## src/rtl/register64_reader.sv

```systemverilog
// rtl/register64_reader.sv - captures a parallel word and streams it out one byte at a time
// Optional build macro READER_MSB_FIRST_EN: send the most significant byte first.
module register64_reader #(
    parameter int NUM_BYTES = 8,
    parameter int BYTE_W    = 8
) (
    input  logic                        clk,
    input  logic                        reset,
    input  logic                        start,
    input  logic [NUM_BYTES*BYTE_W-1:0] reg_data,
    output logic [BYTE_W-1:0]           byte_out,
    output logic                        byte_valid,
    input  logic                        byte_ready,
    output logic                        byte_last,
    output logic                        busy,
    output logic                        done
);
    localparam int WORD_W = NUM_BYTES * BYTE_W;
    localparam int CNT_W  = (NUM_BYTES > 1) ? $clog2(NUM_BYTES) : 1;
    localparam logic [CNT_W-1:0] LAST_CNT = CNT_W'(NUM_BYTES - 1);

    typedef enum logic [1:0] {
        IDLE,
        SEND,
        DONE
    } state_t;

    state_t                 state;
    state_t                 state_nxt;
    logic [WORD_W-1:0]      shadow;
    logic [CNT_W-1:0]       cnt;
    logic [CNT_W-1:0]       byte_idx;
    logic [BYTE_W-1:0]      shadow_bytes [NUM_BYTES];

    for (genvar i = 0; i < NUM_BYTES; i++) begin : g_bytes
        assign shadow_bytes[i] = shadow[i*BYTE_W +: BYTE_W];
    end

`ifdef READER_MSB_FIRST_EN
    assign byte_idx = LAST_CNT - cnt;
`else
    assign byte_idx = cnt;
`endif

    always_ff @(posedge clk) begin
        if (reset) begin
            state  <= IDLE;
            cnt    <= '0;
            shadow <= '0;
        end else begin
            state <= state_nxt;
            if (state == IDLE && start) begin
                shadow <= reg_data;
                cnt    <= '0;
            end else if (state == SEND && byte_ready) begin
                // the counter wraps on the final transfer so it is already 0 in DONE
                cnt <= (cnt == LAST_CNT) ? '0 : cnt + CNT_W'(1);
            end
        end
    end

    always_comb begin
        state_nxt  = state;
        byte_out   = '0;
        byte_valid = 1'b0;
        byte_last  = 1'b0;
        done       = 1'b0;
        busy       = (state != IDLE);
        case (state)
            IDLE: begin
                if (start) state_nxt = SEND;
            end
            SEND: begin
                byte_valid = 1'b1;
                byte_out   = shadow_bytes[byte_idx];
                byte_last  = (cnt == LAST_CNT);
                if (byte_ready && cnt == LAST_CNT) state_nxt = DONE;
            end
            DONE: begin
                done      = 1'b1;
                state_nxt = IDLE;
            end
            default: state_nxt = IDLE;
        endcase
    end
endmodule
```

## config.mk

```make
export PLATFORM = sky130hd
export DESIGN_NAME = register64_reader
export DESIGN_NICKNAME = d
export VERILOG_FILES = /design/src/rtl/register64_reader.sv
export SDC_FILE = /design/constraint.sdc
export NUM_CORES = 1
export LEC_CHECK = 0
export ABC_CLOCK_PERIOD_IN_PS = 1900
export CAP_MARGIN = 30
export CORE_MARGIN = 1
export CORE_UTILIZATION = 24
export DETAILED_ROUTE_END_ITERATION = 8
export GPL_TIMING_DRIVEN = 0
export HOLD_SLACK_MARGIN = 0.08
export MAX_ROUTING_LAYER = met4
export PLACE_DENSITY = 0.54
export SLEW_MARGIN = 30
export SYNTH_ARGS = -nofsm -noshare
export SYNTH_HDL_FRONTEND = slang
export SYNTH_SLANG_ARGS = --single-unit
```

## constraint.sdc

```tcl
create_clock -name clk -period 1.9 [get_ports clk]
set_input_delay 0.38 -clock clk [delete_from_list [all_inputs] [get_ports clk]]
set_output_delay 0.38 -clock clk [all_outputs]
set_load 0.005 [all_outputs]
```

* Yosys cells after proc, flatten, opt, wreduce, memory -nomap -nowiden
Index checks and enable logic that the tools add are counted.
W data, S select, Z words.
** Storage, ports and cells
- Bits in registers :: 69
- Input bits :: 68
- Output and inout bits :: 12
- Logic and storage cells :: 29
** Cells by class
- $add $sub $neg :: 1
- Magnitude comparators :: 1
- Equality and inequality tests :: 5
- Mux-type cells :: 11
- Bitwise gates (word level) :: 1
- Reductions and logical operators :: 7
** Operators with widths (count)
- $bmux W8 S3 :: 1
- $mux W8 :: 3
- $ge A4 B4 Y1 const B :: 1
- $mux W2 :: 2
- $not A3 Y4 :: 1
- $pmux W2 S2 :: 1
- $add A3 B1 Y3 const B :: 1
- $eq A3 B3 Y1 const B :: 1
- $logic_and A1 B1 Y1 :: 3
- $mux W1 :: 3
- $mux W3 :: 1
- $eq A2 B1 Y1 const B :: 1
- $eq A2 B2 Y1 const B :: 1
- $logic_not A2 Y1 :: 1
- $ne A2 B1 Y1 const B :: 1
- $ne A2 B2 Y1 const B :: 1
- $reduce_and A2 Y1 :: 1
- $reduce_bool A2 Y1 :: 1
- $reduce_or A2 Y1 :: 1

* Logic depth before layout (Yosys ltp)
- Depth in word-level cells :: 5
- Depth in mapped cells :: 5
- Gate-level depth less buffers :: 4

* Worst setup path after synthesis
Ideal clock, no wire load.
- Path type :: register to output
- From :: register cnt[1] (netlist: byte_idx[1])
- To :: output byte_out[0]
- Data arrival time :: 1.102 ns
- Required time :: 1.520 ns
- Slack :: 0.418 ns
- Cell stages (with the launch flop) :: 6
- Path buffers :: 2
- Path through :: dfxtp_1 -> buf_4 -> buf_4 -> mux2i_1 -> a22oi_1 -> and3_1
** On the way
- Word-level cells in the longest chain between the ends :: 5
** Ends and longest elaborated chain
- start: declaration :: line 31 : logic [CNT_W-1:0] cnt;
- start signal: assignment :: line 57 : cnt <= (cnt == LAST_CNT) ? '0 : cnt + CNT_W'(1);
- $not A3 Y4 (implied by the code) :: line 75 : byte_out = shadow_bytes[byte_idx];
- $bmux W8 S3 :: line 75
- $mux W8 (implied by the code) (2 in a row) :: line 75
- $mux W8 :: line 69 : case (state)
- end: declaration :: line 11 : output logic [BYTE_W-1:0] byte_out,
No other way between the ends. The select of a mux whose other input is x is not followed.

* Worst setup path after layout
- From :: register cnt[1] (netlist: byte_idx[1])
- To :: output byte_out[6]
The elaborated chain is that of the path after synthesis.

==> results by group <==
Critical path
  • CP max FO: 3
  • CP cell instances: buf_6 -> buf_12 -> buf_12 -> mux2i_4 -> a22oi_2 -> and3_4 -> buf_6
  • Crit path arrival time: approximately 1.7 ns
  • Crit path launch: byte_idx[1]$_SDFFE_PP0P_
  • CP peak stage delay: between 0.3 and 0.4 ns
  • RR Startpoint: state[1]$_SDFFE_PP0P_
  • Crit path kind: flop to output port
  • Crit end category: output port
  • CP max-delay cell: dfxtp_2
  • Startpoint Class: flop
  • Worst Path Required: roughly 1.5 ns

Yosys
  • Post-synth top area share: 0.499
  • Syn Nets: a little over 300
  • Mapped Avg Cell Area: approximately 12 um2
  • Cell variety after synth: 25
  • Synth warn: 0
  • Asr flop ratio synth: 0
  • Synth top area cells: dfxtp_1, a22o_1, mux2i_1, a22oi_1, buf_6
  • Flops & latches, synth: a little under 70
  • Mapped cell area: around 2800 um2
  • Largest area contributor in the netlist: dfxtp_1
  • Top_reg_cell synth: dfxtp_1
  • Post-synthesis cell count: roughly 240
  • Sequential area share after synthesis: 0.499
  • EDFF count, synth: 0

Finish
  • NumNets Final: around 410
  • Layout area overhead: 62.3%
  • Final cell utilization of the core: 0.408
  • Fill count: about 1100
  • Layout cell share with drive strength beyond 1: 0.272
  • # diodes: 0

Die
  • Rows: 38
  • Core ar.: roughly 11000 um2
  • Die width: around 110 um
  • Die ar.: approximately 12000 um2
  • Floorplan die height: 109 um
  • Starting density of the core: 0.251
  • Num ports: 80

Clocking
  • Max clock buf depth: 2
  • Clk slew on worst S/H paths: 0.06 ns
  • CTS Root Cell: clkbuf_16
  • H-tree Lvls: 3
  • Post-CTS Hold Buffers: 0
  • Inserted Clock Buffers: 9
  • TritonCTS Sinks: slightly below 70
  • CTS tree: yes
  • Insertion delay to the later sink of the worst-skew pair: between 0.3 and 0.4 ns

Route
  • DRC: 0
  • DR WL/cell: between 15 and 20 um
  • WL final: 8670 um
  • DR pass1 iterations: 4
  • Post-DRT Antenna Nets: 0
  • Via/cell ratio: 4.79
  • Iter 0 DRT Violations: just over 80
  • Routed via count: ~2300

Place
  • GP Congestion: slightly below 0.8
  • HPWL Detailed: just over 6000 um
  • Port buffer count: between 70 and 80

Timing
  • Max Fclk: between 0.4 and 0.5 GHz
  • Tmin final: between 2 and 2.5 ns
  • Slew @ Worst Pin: slightly below 0.5 ns
  • Final setup viols: 8
  • Slew Viols, Final: 0
  • Final setup margin: -0.216 ns
  • Final period utilization: 1.11
  • Worst clock skew: ~0.004 ns
  • RSZ-0062 raised after global routing: true
  • Worst slew margin: 0.677
  • Hold Vio Cnt, Final: 0

Power
  • Sequential Power Share: 0.400
  • Net Sw Power: 0.908 mW
  • PwrDens: approximately 900 nW/um2
  • Overall power: 4.05 mW
  • P_leak: around 1.7 nW
  • P_int: 3.14 mW
  • Gate power share: 0.127
  • Worst vdd ir: around 370 uV
  • Switching Fraction: 0.224
  • Clock power share: 0.473

Job
  • Max Cap Viol: 0

GRT
  • Vias in the first global route: roughly 2400
  • Grt ovf: 0
  • Largest net degree at the start of global routing: 13
  • Initial antenna violation count: 0
  • GRT Util Overall: 0.156
  • First-pass GRT wire length: around 13000 um

Min path
  • Hold path start: shadow[33]$_SDFFE_PP0P_
  • HP Class: flop to flop

Status
  • Violated checks: setup timing
  • Outcome: finished with violations
Yosys cell counts, types with 3 or more instances:
cell and count:
nand2_1 3, buf_2 7, nor2b_1 4, and3_1 8, buf_6 7, dfxtp_1 69, mux2i_1 32, a22oi_1 16
a21oi_1 4, a22o_1 64, buf_4 3
layout by cell type (no fill, tap or decap), types with 2 or more instances in the layout:
| cell type | n |
|---|---|
| dfxtp_2 | 3 |
| a22oi_1 | 9 |
| nor2_2 | 2 |
| dfxtp_1 | 65 |
| a22o_1 | 64 |
| buf_6 | 14 |
| nand3_1 | 2 |
| mux2i_2 | 5 |
| and3_1 | 4 |
| nor2b_1 | 3 |
| bufinv_16 | 3 |
| clkbuf_2 | 2 |
| buf_4 | 9 |
| a21oi_1 | 4 |
| buf_2 | 12 |
| nand2_1 | 3 |
| clkdlybuf4s50_1 | 69 |
| clkbuf_16 | 9 |
| mux2i_4 | 6 |
| mux2i_1 | 21 |
| a22oi_2 | 7 |
| buf_12 | 7 |
| and3_4 | 4 |
| a21o_1 | 2 |
routing by layer:
metal / track usage / vias to the layer above / part of all wire
met1: 0.209 / 1138 / 0.49
met3: 0.0427 / 10 / 0.047
met5: - / - / 0
met4: 0.0371 / 0 / 0.0084
li1: - / 1136 / -
met2: 0.233 / 57 / 0.45
state kept, by name (all words and copies together) (netlist names):
| register | count |
|---|---|
| byte_idx | 3 |
| shadow | 64 |
| state | 2 |
repair_timing:
item                                    4_1_cts  5_1_grt
setup buffers                                16        1
cloned                                        1        0
pin swaps                                    20        8
gates resized for setup                      85       13
endpoints found under the setup margin       10       11
critical path, delay by kind of cell, from the launching register on:
kind	cells	cell delay, ns
mux	1	0.18
flops	1	0.32
compound gates	1	0.20
buf+inv	4	0.48
simple gates	1	0.23
worst paths after layout:
check / end / cells past startpoint / slack [ns]
max: byte_out[6] / 7 / -0.22
min: shadow[33]$_SDFFE_PP0P_ / 1 / 0.48
max reg2reg: shadow[19]$_SDFFE_PP0P_ / 4 / 0.53
min reg2reg: shadow[33]$_SDFFE_PP0P_ / 1 / 0.48
power groups by stage:
stage               Clock [mW]  Sequential (mW)  Combinational (mW)
finish                    1.91             1.62               0.513
global route              2.00             1.63               0.550
CTS                       1.94             1.62               0.504
detailed placement           0             1.64               0.471
global placement             0             1.63               0.466
floorplan                    0             1.62               0.222
stage by stage:
step	TNS [ns]	hold WS (ns)	instances	area (um2)	worst slack (ns)
6_report	-1.52	0.478	489	4500	-0.216
5_1_grt	-1.91	0.490	489	4500	-0.263
4_1_cts	-1.56	0.483	488	4430	-0.217
3_5_place_dp	-2.20	0.466	456	3740	-0.300
3_3_place_gp	-2.07	0.460	456	3740	-0.293
2_1_floorplan	0	0.448	237	2770	0.418
logic make-up (layout without fill, tap and decap cells):
kind of cell	after synthesis	count (layout)	synth area share
fa+ha+maj	2	2	0.00903
simple gates	25	25	0.0565
mux	32	32	0.116
compound gates	87	87	0.264
flops	69	69	0.499
buf+inv	22	134	0.0560
final cells by class:
cell class / count / area (um2) / share of cell area
Multi-Input combinational cell: 146 / 1400 / 0.311
Sequential cell: 69 / 1390 / 0.309
Timing Repair Buffer: 97 / 997 / 0.222
Clock buffer: 10 / 229 / 0.0509
Buffer: 20 / 194 / 0.0431
Tap cell: 140 / 175 / 0.0390
Clock inverter: 6 / 111 / 0.0248
Inverter: 1 / 3.75 / 0.000835
No activity file was read; power rests on OpenSTA's default activity.
